`config.mk`:
```
export PLATFORM = sky130hd
export DESIGN_NAME = jtag_dmi_tap_sampled
export DESIGN_NICKNAME = d
export VERILOG_FILES = /design/src/rtl/jtag_dmi_tap_sampled.sv
export SDC_FILE = /design/constraint.sdc
export NUM_CORES = 1
export LEC_CHECK = 0
export CORE_ASPECT_RATIO = 2
export CORE_MARGIN = 2
export CORE_UTILIZATION = 60
export CTS_BUF_LIST = sky130_fd_sc_hd__clkbuf_8
export DETAILED_ROUTE_END_ITERATION = 6
export GPL_TIMING_DRIVEN = 0
export PLACE_DENSITY = 0.87
export SLEW_MARGIN = 20
export SYNTH_ARGS = -nofsm -noshare
export SYNTH_HDL_FRONTEND = slang
export SYNTH_SLANG_ARGS = --single-unit
```
`constraint.sdc`:
```
create_clock -name clk_i -period 9.8 [get_ports clk_i]
set_clock_uncertainty 0.1 [all_clocks]
set_input_delay 1.96 -clock clk_i [delete_from_list [all_inputs] [get_ports clk_i]]
set_output_delay 1.96 -clock clk_i [all_outputs]
set_load 0.02 [all_outputs]
```
`src/rtl/jtag_dmi_tap_sampled.sv`:
```
// jtag_dmi_tap_sampled: debug-transport TAP, oversampled in the clk_i domain.
//   tck/tms/tdi are synchronized into clk_i; a tck rise steps the 1149.1 TAP FSM and performs
//   capture/shift/update, a tck fall launches the next tdo bit. Instructions IDCODE (0x01),
//   DTMCS (0x10), DMIACCESS (0x11), BYPASS (0x1F and all others). A DMIACCESS Update-DR becomes
//   a valid/ready DMI request; the response is returned on the next DMIACCESS Capture-DR.
// Optional feature: define JTAG_TAP_TRST_EN to add the trst_ni port (active-low TAP reset).
// Ports:
//   clk_i, rst_i            system clock, asynchronous active-high reset
//   tck_i/tms_i/tdi_i       JTAG inputs, asynchronous to clk_i
//   trst_ni                 JTAG TRSTn (JTAG_TAP_TRST_EN only)
//   tdo_o, tdo_oe_o         JTAG data out and its enable (high in Shift-IR/Shift-DR)
//   dmi_req_*               DMI request channel (op 1=read, 2=write)
//   dmi_resp_*              DMI response channel (resp 0=ok, nonzero=error); ready tied high
//   tap_state_o             current TAP state, Test-Logic-Reset = 4'h0
module jtag_dmi_tap_sampled #(
  parameter logic [31:0] IDCODE      = 32'h249511C3,
  parameter int unsigned ABITS       = 7,
  parameter int unsigned SYNC_STAGES = 2
) (
  input  logic             clk_i,
  input  logic             rst_i,
  input  logic             tck_i,
  input  logic             tms_i,
  input  logic             tdi_i,
`ifdef JTAG_TAP_TRST_EN
  input  logic             trst_ni,
`endif
  output logic             tdo_o,
  output logic             tdo_oe_o,
  output logic             dmi_req_valid_o,
  input  logic             dmi_req_ready_i,
  output logic [ABITS-1:0] dmi_req_addr_o,
  output logic [1:0]       dmi_req_op_o,
  output logic [31:0]      dmi_req_data_o,
  input  logic             dmi_resp_valid_i,
  output logic             dmi_resp_ready_o,
  input  logic [31:0]      dmi_resp_data_i,
  input  logic [1:0]       dmi_resp_resp_i,
  output logic [3:0]       tap_state_o
);

  localparam int unsigned DmiW = ABITS + 34;
  localparam int unsigned IdxW = $clog2(DmiW);

  typedef enum logic [3:0] {
    StTlr = 4'h0, StRti = 4'h1, StSelDr = 4'h2, StCapDr = 4'h3,
    StShDr = 4'h4, StEx1Dr = 4'h5, StPauseDr = 4'h6, StEx2Dr = 4'h7,
    StUpdDr = 4'h8, StSelIr = 4'h9, StCapIr = 4'hA, StShIr = 4'hB,
    StEx1Ir = 4'hC, StPauseIr = 4'hD, StEx2Ir = 4'hE, StUpdIr = 4'hF
  } tap_state_e;

  typedef enum logic [1:0] {InsIdcode, InsDtmcs, InsDmi, InsBypass} ins_e;

  // Input synchronizers and tck edge detect
  logic [SYNC_STAGES-1:0] tck_sync_q, tms_sync_q, tdi_sync_q;
  logic                   tck_prev_q;
  logic                   tck_s, tms_s, tdi_s, tck_rise, tck_fall;

  assign tck_s    = tck_sync_q[SYNC_STAGES-1];
  assign tms_s    = tms_sync_q[SYNC_STAGES-1];
  assign tdi_s    = tdi_sync_q[SYNC_STAGES-1];
  assign tck_rise = tck_s & ~tck_prev_q;
  assign tck_fall = ~tck_s & tck_prev_q;

`ifdef JTAG_TAP_TRST_EN
  logic [SYNC_STAGES-1:0] trst_sync_q;
  logic                   trst_s;
  assign trst_s = trst_sync_q[SYNC_STAGES-1];
`endif

  always_ff @(posedge clk_i or posedge rst_i) begin
    if (rst_i) begin
      tck_sync_q  <= '0;
      tms_sync_q  <= '0;
      tdi_sync_q  <= '0;
      tck_prev_q  <= 1'b0;
`ifdef JTAG_TAP_TRST_EN
      trst_sync_q <= '0;
`endif
    end else begin
      tck_sync_q  <= {tck_sync_q[SYNC_STAGES-2:0], tck_i};
      tms_sync_q  <= {tms_sync_q[SYNC_STAGES-2:0], tms_i};
      tdi_sync_q  <= {tdi_sync_q[SYNC_STAGES-2:0], tdi_i};
      tck_prev_q  <= tck_s;
`ifdef JTAG_TAP_TRST_EN
      trst_sync_q <= {trst_sync_q[SYNC_STAGES-2:0], trst_ni};
`endif
    end
  end

  tap_state_e       state_q, state_d, state_nxt;
  logic [4:0]       ir_q, ir_d, ir_shift_q, ir_shift_d;
  logic [DmiW-1:0]  dr_q, dr_d;
  logic             tdo_q, tdo_d, tdo_oe_q, tdo_oe_d;
  logic             req_valid_q, req_valid_d;
  logic [ABITS-1:0] req_addr_q, req_addr_d, last_addr_q, last_addr_d;
  logic [1:0]       req_op_q, req_op_d;
  logic [31:0]      req_data_q, req_data_d, resp_data_q, resp_data_d;
  logic             pend_q, pend_d;
  logic [1:0]       stat_q, stat_d, stat_resp;
  logic             resp_acc;
  ins_e             ins;
  logic [IdxW-1:0]  dr_msb;
  logic [31:0]      dtmcs_cap;
  logic [1:0]       dmi_op_cap;
  logic [ABITS-1:0] upd_addr;
  logic [31:0]      upd_data;
  logic [1:0]       upd_op;

  always_comb begin
    state_nxt = state_q;
    unique case (state_q)
      StTlr:     state_nxt = tms_s ? StTlr     : StRti;
      StRti:     state_nxt = tms_s ? StSelDr   : StRti;
      StSelDr:   state_nxt = tms_s ? StSelIr   : StCapDr;
      StCapDr:   state_nxt = tms_s ? StEx1Dr   : StShDr;
      StShDr:    state_nxt = tms_s ? StEx1Dr   : StShDr;
      StEx1Dr:   state_nxt = tms_s ? StUpdDr   : StPauseDr;
      StPauseDr: state_nxt = tms_s ? StEx2Dr   : StPauseDr;
      StEx2Dr:   state_nxt = tms_s ? StUpdDr   : StShDr;
      StUpdDr:   state_nxt = tms_s ? StSelDr   : StRti;
      StSelIr:   state_nxt = tms_s ? StTlr     : StCapIr;
      StCapIr:   state_nxt = tms_s ? StEx1Ir   : StShIr;
      StShIr:    state_nxt = tms_s ? StEx1Ir   : StShIr;
      StEx1Ir:   state_nxt = tms_s ? StUpdIr   : StPauseIr;
      StPauseIr: state_nxt = tms_s ? StEx2Ir   : StPauseIr;
      StEx2Ir:   state_nxt = tms_s ? StUpdIr   : StShIr;
      StUpdIr:   state_nxt = tms_s ? StSelDr   : StRti;
      default:   state_nxt = StTlr;
    endcase
  end

  always_comb begin
    unique case (ir_q)
      5'h01:   ins = InsIdcode;
      5'h10:   ins = InsDtmcs;
      5'h11:   ins = InsDmi;
      default: ins = InsBypass;
    endcase
    unique case (ins)
      InsIdcode, InsDtmcs: dr_msb = IdxW'(31);
      InsDmi:              dr_msb = IdxW'(DmiW - 1);
      default:             dr_msb = '0;
    endcase
  end

  assign resp_acc  = dmi_resp_valid_i & pend_q;
  assign upd_addr  = dr_q[DmiW-1 -: ABITS];
  assign upd_data  = dr_q[33:2];
  assign upd_op    = dr_q[1:0];
  assign dtmcs_cap = {14'b0, 1'b0, 1'b0, 1'b0, 3'd1, stat_q, 6'(ABITS), 4'd1};

  always_comb begin
    // A response landing this cycle is folded in first so a coincident capture sees it
    resp_data_d = resp_acc ? dmi_resp_data_i : resp_data_q;
    pend_d      = pend_q & ~resp_acc;
    stat_resp   = (resp_acc && dmi_resp_resp_i != 2'd0 && stat_q != 2'd3) ? 2'd2 : stat_q;
    stat_d      = stat_resp;
    dmi_op_cap  = pend_d ? 2'd3 : stat_resp;
    state_d     = state_q;
    ir_d        = ir_q;
    ir_shift_d  = ir_shift_q;
    dr_d        = dr_q;
    tdo_d       = tdo_q;
    req_valid_d = req_valid_q & ~dmi_req_ready_i;
    req_addr_d  = req_addr_q;
    req_op_d    = req_op_q;
    req_data_d  = req_data_q;
    last_addr_d = last_addr_q;

    if (tck_fall) begin
      tdo_d = (state_q inside {StCapIr, StShIr, StEx1Ir, StPauseIr, StEx2Ir, StUpdIr}) ?
              ir_shift_q[0] : dr_q[0];
    end

    if (tck_rise) begin
      state_d = state_nxt;
      unique case (state_q)
        StCapIr: ir_shift_d = 5'b00001;
        StShIr:  ir_shift_d = {tdi_s, ir_shift_q[4:1]};
        StUpdIr: ir_d = ir_shift_q;
        StCapDr: begin
          unique case (ins)
            InsIdcode: dr_d = DmiW'(IDCODE);
            InsDtmcs:  dr_d = DmiW'(dtmcs_cap);
            InsDmi:    dr_d = {last_addr_q, resp_data_d, dmi_op_cap};
            default:   dr_d = '0;
          endcase
          if (ins == InsDmi && pend_d) stat_d = 2'd3;
        end
        StShDr: begin
          dr_d         = dr_q >> 1;
          dr_d[dr_msb] = tdi_s;
        end
        StUpdDr: begin
          if (ins == InsDmi) begin
            if (pend_q) begin
              stat_d = 2'd3;
            end else if ((upd_op == 2'd1 || upd_op == 2'd2) && stat_q == 2'd0 && !req_valid_q) begin
              req_valid_d = 1'b1;
              req_addr_d  = upd_addr;
              req_op_d    = upd_op;
              req_data_d  = upd_data;
              last_addr_d = upd_addr;
              pend_d      = 1'b1;
            end
          end else if (ins == InsDtmcs) begin
            // dmihardreset also abandons the outstanding transaction
            if (dr_q[17]) begin
              stat_d = 2'd0;
              pend_d = 1'b0;
            end else if (dr_q[16]) begin
              stat_d = 2'd0;
            end
          end
        end
        default: ;
      endcase
    end

    if (state_q == StTlr) ir_d = 5'h01;

`ifdef JTAG_TAP_TRST_EN
    if (!trst_s) begin
      state_d     = StTlr;
      ir_d        = 5'h01;
      req_valid_d = 1'b0;
      pend_d      = 1'b0;
      stat_d      = 2'd0;
    end
`endif

    tdo_oe_d = (state_d == StShDr) || (state_d == StShIr);
  end

  always_ff @(posedge clk_i or posedge rst_i) begin
    if (rst_i) begin
      state_q     <= StTlr;
      ir_q        <= 5'h01;
      ir_shift_q  <= '0;
      dr_q        <= '0;
      tdo_q       <= 1'b0;
      tdo_oe_q    <= 1'b0;
      req_valid_q <= 1'b0;
      req_addr_q  <= '0;
      req_op_q    <= '0;
      req_data_q  <= '0;
      last_addr_q <= '0;
      resp_data_q <= '0;
      pend_q      <= 1'b0;
      stat_q      <= 2'd0;
    end else begin
      state_q     <= state_d;
      ir_q        <= ir_d;
      ir_shift_q  <= ir_shift_d;
      dr_q        <= dr_d;
      tdo_q       <= tdo_d;
      tdo_oe_q    <= tdo_oe_d;
      req_valid_q <= req_valid_d;
      req_addr_q  <= req_addr_d;
      req_op_q    <= req_op_d;
      req_data_q  <= req_data_d;
      last_addr_q <= last_addr_d;
      resp_data_q <= resp_data_d;
      pend_q      <= pend_d;
      stat_q      <= stat_d;
    end
  end

  assign tdo_o            = tdo_q;
  assign tdo_oe_o         = tdo_oe_q;
  assign dmi_req_valid_o  = req_valid_q;
  assign dmi_req_addr_o   = req_addr_q;
  assign dmi_req_op_o     = req_op_q;
  assign dmi_req_data_o   = req_data_q;
  assign dmi_resp_ready_o = 1'b1;
  assign tap_state_o      = state_q;

endmodule
```
== Word-level counts from Yosys, hierarchy flattened ==
Cells that the tools add are included.
Storage, ports and cells
  memory bits (read-only): 0
  bits in writable memories: 0
  bits in registers: 141
  memories: 0
  input bits: 41
  latch bits: 0
Operators by class
  multipliers: 0
  add/subtract/negate cells: 0
  shift-type cells: 0
  eq/ne operators: 25
  reductions and logical operators: 26
  mux-type cells: 49
  order comparisons: 2
  bitwise operators: 10
  div/mod/pow operators: 0
Operators by type and width (number)
  $pmux W41 S3: 1
  $pmux W41 S2: 1
  $pmux W4 S12: 1
  $bwmux W41: 1
  $eq A4 B4 Y1 const B: 9
  $mux W32: 1
  $mux W2: 12
  $eq A4 B3 Y1 const B: 5
  $mux W4: 5
  $mux W1: 17
  $mux W5: 3
  $pmux W6 S2: 1
  $eq A5 B5 Y1 const B: 2
  $pmux W5 S2: 1
  $reduce_bool A2 Y1: 5
  $eq A4 B2 Y1 const B: 2
  $lt A6 B7 Y1 const B: 1
  $demux W1 S6: 1
  $ge A6 B1 Y1 const B: 1
  $logic_and A1 B1 Y1: 6
  $mux W3: 2
  $pmux W2 S3: 1
  $reduce_and A2 Y1: 3
  $reduce_bool A6 Y1: 1
  other kinds (15): 29

== Logic depth before layout (Yosys ltp) ==
Gate-level depths: netlist of run 1.
  depth in word-level cells: 11
  depth in mapped cells: 8

== Worst setup path before layout of run 1 ==
Ideal clock, no wire load.
  path kind: input to register
  start point: input port dmi_resp_valid_i
  end point: register dr_q[23]
  path slack: 6.658 ns
  path buffers: 2
  cell stages on the path: 7
  library setup time: 0.077 ns
  required time: 9.623 ns
  arrival: 2.965 ns
  cell sequence: nand2_1 buf_2 buf_4 nand2_1 a311oi_1 a21oi_1 o21ai_1
On the way
  longest elaborated chain between the ends: 4
Ends and longest elaborated chain
  start: declaration: RTL line 35  | input logic dmi_resp_valid_i,
  $and A1 B1 Y1: RTL line 147  | assign resp_acc = dmi_resp_valid_i & pend_q;
  $mux W32: RTL line 155  | resp_data_d = resp_acc ? dmi_resp_data_i : resp_data_q;
  $pmux W41 S3: RTL line 183  | unique case (ins)
  $pmux W41 S2: RTL line 178  | unique case (state_q)
  end signal: assignment: RTL line 256  | dr_q <= dr_d;
  end: declaration: RTL line 93  | logic [DmiW-1:0] dr_q, dr_d;
Every way passes these cells.
A chain may end at the register's enable or synchronous reset.

== Final worst setup path of run 1 ==
  start point: input port dmi_resp_valid_i
  end point: register dr_q[29]
The elaborated chain is that of the path after synthesis.

==> flow_summary.json, run 1 <==
{
  "syn_nets": 627,
  "syn_area_per_cell_um2": 10.74,
  "design_area_um2": 7795,
  "min_period_over_period": 0.3824,
  "syn_to_final_growth_pct": 23.83,
  "synth.most_common_cell": "dfrtp_1",
  "synth_area_leaders": "dfrtp_1, nand2_1, mux2_1",
  "yosysWarnings": 0,
  "setup_violations": 0,
  "tightestPinTransition_ps": 609.9,
  "cp_data_required_time_ps": 10090,
  "pin_count": 90,
  "drive_gt1_frac": 0.1202,
  "place_area_um2": 7380,
  "drtPass1Iterations": 5,
  "timing.fmax_ghz": 0.2668,
  "post_cts_buffers": 0,
  "start_util": 0.6202,
  "fp.coreArea_um2": 10150,
  "grt-ovfl-total": 0,
  "pwr-share-clk": 0.293,
  "synth_edf_count": 0,
  "yosys.area.top_type": "dfrtp_1",
  "p_int_w": 0.001080,
  "cp_slowest_cell": "clkdlybuf4s50_1",
  "worstPathMaxFanout": 10,
  "numCtsBuffers": 17,
  "worstSkewPairLatency_ps": 450,
  "switchingPower_w": 0.0005897,
  "rsz0062_at_grt": "no",
  "viasPerCell": 6.099,
  "power_leakage_nw": 3.558,
  "cp_top_family": "buffers and inverters",
  "antenna_found_initial": 0,
  "hold_buffers": 0,
  "max_stage_delay_ps": 490,
  "diodes": 0,
  "path_clk_slew_ps": 80,
  "yosysSeqAreaShare": 0.5607,
  "io_buffers": 88,
  "max-cap-violations": 0,
  "routedWlPerCell_um": 19.39,
  "ir_drop_uv": 173.2,
  "die_w_um": 76.43,
  "dieArea_um2": 11380,
  "relSlewSlack": 0.5934,
  "synthCells": 586,
  "dieHeight_um": 148.9,
  "slew_violations": 0,
  "outcome": "finished clean",
  "grt_pass1_wl_um": 26670,
  "clockRootBuffer": "clkbuf_8",
  "gp_congestion": 0.9851,
  "clk_path_buf_depth": 2,
  "fin_nets": 735,
  "synthTopCellsByCount": "dfrtp_1, nand2_1, mux2_1, o21ai_1, mux2_2",
  "p_seq_frac": 0.454,
  "p_sw_frac": 0.3533,
  "ys_async_sr_fraction": 1.000,
  "critPathBufInv": 3,
  "cp-start-kind": "input port",
  "hp-class": "register to register",
  "tritoncts": "yes",
  "comb_power_share": 0.253,
  "power_density_nw_per_um2": 214.1,
  "synth_seq_cells": 141,
  "cp_common_cell": "nand2_1",
  "period_needed_ps": 3748,
  "hold_viol_final": 0,
  "synth_cell_types": 53,
  "vias": 5135,
  "netlist_area_um2": 6295,
  "htreeDepth": 4,
  "totalNegativeSetupSlack_ps": 0,
  "synth_flop_cell": "dfrtp_1",
  "crit_path_end_kind": "register",
  "antenna_left": 0,
  "path_cells": "clkdlybuf4s50_1, nand2_1, buf_2, buf_4, nand2_1, a311oi_1, a21oi_1, o21ai_1",
  "synth_top_area_frac": 0.5565,
  "cts.sinks": 141,
  "grt_max_degree": 83,
  "ctsResizeCount": 0,
  "dp_hpwl_um": 11500,
  "track_usage": 0.3043,
  "drc": 0,
  "arrival_ps": 4030,
  "criticalPathCategory": "input port to register",
  "wl_um": 16330,
  "drt_iter0_markers": 524,
  "rows": 52,
  "grt_pass1_vias": 5391
}
-- worst reg2reg max path, cell delays in order, from the launching register on --
cell and delay (ps):
dfrtp_1 520, nand3b_1 290, nor4_2 350, nand2_1 210
nor2_4 270, buf_6 220, mux2_1 350
-- worst paths after layout --
| kind | startpoint | to | slack [ps] | cells past startpoint |
|---|---|---|---|---|
| worst max-delay path | dmi_resp_valid_i | dr_q[29]$_DFFE_PP0P_ | 6050 | 8 |
| worst min-delay path | tdi_sync_q[0]$_DFF_PP0_ | tdi_sync_q[1]$_DFF_PP0_ | 250 | 0 |
| worst max register to register | tap_state_o[3]$_DFF_PP0_ | dmi_req_data_o[2]$_DFFE_PP0P_ | 7380 | 6 |
| worst min register to register | tdi_sync_q[0]$_DFF_PP0_ | tdi_sync_q[1]$_DFF_PP0_ | 250 | 0 |
| max in group asynchronous | rst_i | dmi_req_data_o[24]$_DFFE_PP0P_ | 7050 | 3 |
| min in group asynchronous | rst_i | dmi_req_data_o[10]$_DFFE_PP0P_ | 1810 | 2 |
-- layout by cell type, fill, tap and decap left out, types with 3 or more instances in the layout --
cell	synthesis	routed
a21oi_1	21	21
a311oi_1	13	13
buf_2	13	13
buf_6	4	4
bufinv_16	0	3
clkbuf_1	21	21
clkbuf_8	0	18
clkdlybuf4s50_1	0	88
clkinv_2	0	4
clkinv_4	0	3
clkinvlp_4	0	3
dfrtp_1	140	140
inv_1	9	8
mux2_1	41	41
mux2_2	23	23
mux2i_1	9	9
nand2_1	129	129
nand2b_1	3	3
nand3_1	13	13
nand3b_1	3	3
nand4_1	4	4
nor2_1	8	8
nor2b_1	7	7
nor3b_1	6	6
o211ai_1	3	3
o21a_1	17	17
o21ai_0	15	15
o21ai_1	41	41
o31ai_1	3	3
-- cell type report --
class	instances	area, µm²
clock buffers	18	247.7
well taps	135	168.9
multi-input cells	394	2520
clock inverters	14	167.7
flip-flops and latches	141	3530
fillers	666	2355
inverters	11	48.80
repair buffers	89	908.4
plain buffers	40	203.9
-- through the flow --
step / hold slack, ps / util / cells / setup WS (ps) / total power [W]
2_1_floorplan: 231.2 / - / 586 / 3960 / 0.001010
3_3_place_gp: 232.5 / 0.7236 / 809 / 2356 / 0.001138
3_5_place_dp: 236.2 / 0.7271 / 810 / 5629 / 0.001169
4_1_cts: 253.4 / 0.7680 / 842 / 6069 / 0.001660
5_1_grt: 258.3 / 0.7680 / 842 / 5998 / 0.001737
6_report: 251.4 / 0.7680 / 842 / 6052 / 0.001669
-- layer usage --
metal  track usage  up-vias  wire [µm]
li1              -     2270          -
met1        0.3283     2549       5732
met2        0.5403      243       8867
met3       0.05448       73        841
met4        0.2036        0        886
met5             0        -          0
-- registers in the layout, indices dropped and copies added (netlist names), 2 cells and up --
signal	flops
resp_data_q	32
dmi_req_data_o	32
tap_state_o	4
stat_q	2
last_addr_q	7
ir_q	5
dr_q	41
dmi_req_op_o	2
tms_sync_q	2
tck_sync_q	2
tdi_sync_q	2
ir_shift_q	5
-- power groups by stage --
stage | logic [W] | registers [W] | clock network, W
CTS | 0.000415 | 0.000755 | 0.000490
global route | 0.000456 | 0.000767 | 0.000515
global placement | 0.000380 | 0.000759 | 0
floorplan | 0.000267 | 0.000743 | 0
detailed placement | 0.000404 | 0.000765 | 0
finish | 0.000422 | 0.000758 | 0.000489
-- cell families after synthesis --
group / synth area share
DFF: 0.5607
other: 0.0005957
xor gates and xnor gates: 0.002783
muxes: 0.1288
AOI/OAI and AO/OA: 0.1328
and+or+nand+nor: 0.1354
buffers and inverters: 0.03896
No activity file was read; power rests on OpenSTA's default activity.
==> inputs of run 2 (changes only) <==
--- a/config.mk
+++ b/config.mk
@@ -7,11 +7,11 @@
 export LEC_CHECK = 0
 export CORE_ASPECT_RATIO = 2
 export CORE_MARGIN = 2
-export CORE_UTILIZATION = 60
+export CORE_UTILIZATION = 56
 export CTS_BUF_LIST = sky130_fd_sc_hd__clkbuf_8
 export DETAILED_ROUTE_END_ITERATION = 6
 export GPL_TIMING_DRIVEN = 0
-export PLACE_DENSITY = 0.87
+export PLACE_DENSITY = 0.82
 export SLEW_MARGIN = 20
 export SYNTH_ARGS = -nofsm -noshare
 export SYNTH_HDL_FRONTEND = slang
==> constraint.sdc (replaced) <==
create_clock -name clk_i -period 3.7 [get_ports clk_i]
set_clock_uncertainty 0.1 [all_clocks]
set_input_delay 0.74 -clock clk_i [delete_from_list [all_inputs] [get_ports clk_i]]
set_output_delay 0.74 -clock clk_i [all_outputs]
set_load 0.02 [all_outputs]
==> run 2 against run 1 <==
Utilization decreased by 5.2 points. First-iteration DRC count decreased by 1.7%. Sequential power increased to 2.6 times the previous value. Largest power group unchanged.
==> flow_summary.json, run 2 (synthesized netlist as in run 1, its figures left out) <==
{
  "vias": 5036,
  "r2r-start": "ir_q[0]$_DFFE_PP1P_",
  "fin_cells": 850,
  "timing.fmax_ghz": 0.4012,
  "dp_hpwl_um": 11510,
  "relSlewSlack": 0.6113,
  "r2r_slack_ps": 1370,
  "dieArea_um2": 12160,
  "drive_gt1_frac": 0.1225,
  "drtPass1Iterations": 5,
  "worst_slack_ps": 1207,
  "drc": 0,
  "htreeDepth": 4,
  "grt_pass1_vias": 5320,
  "ctsResizeCount": 0,
  "diodes": 0,
  "slew_violations": 0,
  "n_fill_cell": 813,
  "rows": 54,
  "cp_common_cell": "nand2_1",
  "viasPerCell": 5.925,
  "antenna_found_initial": 0,
  "outcome": "finished clean",
  "ir_drop_uv": 392.1,
  "grt_pass1_wl_um": 25790,
  "wl_um": 15840,
  "hold_viol_final": 0,
  "syn_to_final_growth_pct": 24.47,
  "cp_data_required_time_ps": 3970,
  "dieHeight_um": 153.9,
  "hold_ws_ps": 256.0,
  "arrival_ps": 2760,
  "worstPathMaxFanout": 10,
  "max-cap-violations": 0,
  "path_cells": "clkdlybuf4s50_1, nand2_1, buf_2, buf_4, nand2_1, a311oi_1, a21oi_1, o21ai_1",
  "worstSkewPairLatency_ps": 450,
  "setup_violations": 0,
  "tightestPinTransition_ps": 581.9,
  "die_w_um": 78.97,
  "final_common_cell": "dfrtp_1",
  "largest_reg_flops": 41,
  "r2r_cells": 6,
  "cp-start-kind": "input port",
  "layout_common_cells": "dfrtp_1, nand2_1, clkdlybuf4s50_1",
  "reg2reg_to": "dr_q[1]$_DFFE_PP0P_",
  "clk_path_buf_depth": 2,
  "hp-class": "register to register",
  "cts.sinks": 141,
  "track_usage": 0.2754,
  "power_density_nw_per_um2": 552.1,
  "place_inst": 818,
  "fp.coreArea_um2": 10950,
  "largest-register": "dr_q",
  "criticalPathCategory": "input port to register",
  "numCtsBuffers": 17,
  "post_cts_buffers": 0,
  "antenna_left": 0,
  "cp_top_family": "buffers and inverters",
  "clockRootBuffer": "clkbuf_8",
  "cp_slowest_cell": "clkdlybuf4s50_1",
  "totalNegativeSetupSlack_ps": 0,
  "crit_path_end_kind": "register",
  "hold_path_depth": 0,
  "pin_count": 90,
  "io_buffers": 88,
  "routedWlPerCell_um": 18.64,
  "place_ws_ps": 746.0,
  "hold_buffers": 0,
  "rsz0062_at_grt": "no",
  "min_period_over_period": 0.6737,
  "path_clk_slew_ps": 80,
  "power_leakage_nw": 3.568,
  "period_needed_ps": 2493,
  "grt-ovfl-total": 0,
  "grt_max_degree": 35,
  "tritoncts": "yes",
  "critPathBufInv": 3,
  "fin_nets": 738,
  "max_stage_delay_ps": 490,
  "drt_iter0_markers": 515,
  "hp-start": "tms_sync_q[0]$_DFF_PP0_",
  "gp_congestion": 0.9410,
  "hold_end": "tms_sync_q[1]$_DFF_PP0_",
  "start_util": 0.5751
}
-- run 2: worst reg2reg max path, cell delays in order, from the launching register on --
cell	delay (ps)
dfstp_2	520
clkbuf_1	290
buf_2	320
nand2_1	300
a311oi_1	520
a21oi_1	80
o21ai_1	140
-- run 2: how the worst max path moves through the flow --
stage / cells past startpoint / to / slack, ps / from
2_1_floorplan: 1 / dmi_req_data_o[0]$_DFFE_PP0P_ / 1100 / rst_i
3_3_place_gp: 2 / dmi_req_data_o[30]$_DFFE_PP0P_ / -6 / rst_i
3_5_place_dp: 8 / dr_q[29]$_DFFE_PP0P_ / 750 / dmi_resp_valid_i
4_1_cts: 8 / dr_q[29]$_DFFE_PP0P_ / 1190 / dmi_resp_valid_i
5_1_grt: 8 / dr_q[5]$_DFFE_PP0P_ / 1100 / dmi_resp_valid_i
6_report: 8 / dr_q[29]$_DFFE_PP0P_ / 1210 / dmi_resp_valid_i
-- run 2: final cells by class --
class,instances,area [µm²],area share
inverters,11,45.04,0.005749
well taps,140,175.2,0.02236
multi-input cells,394,2520,0.3216
clock buffers,19,261.5,0.03338
plain buffers,40,203.9,0.02603
repair buffers,92,960.9,0.1226
clock inverters,13,138.9,0.01773
flip-flops and latches,141,3530,0.4505
-- run 2: routing by layer --
layer	wire (µm)	up-vias	GRT usage	share of wire
met5	0	-	0	0
met4	621	0	0.1240	0.039
met3	856	52	0.05340	0.054
met2	8696	205	0.4972	0.55
met1	5666	2504	0.3060	0.36
li1	-	2275	-	-
-- run 2: where the power goes --
part	switching, W	total (W)	internal [W]
Clock	0.000604	0.00124	0.000635
Combinational	0.000673	0.00109	0.000416
Sequential	0.000232	0.00200	0.00177
Total	0.00151	0.00433	0.00282
-- run 2: through the flow --
step	power, W	area, µm²	utilization
6_report	0.004326	7835	0.7158
5_1_grt	0.004549	7835	0.7158
4_1_cts	0.004331	7835	0.7158
3_5_place_dp	0.003091	7435	0.6792
3_3_place_gp	0.003035	7355	0.6719
2_1_floorplan	0.002674	6299	-
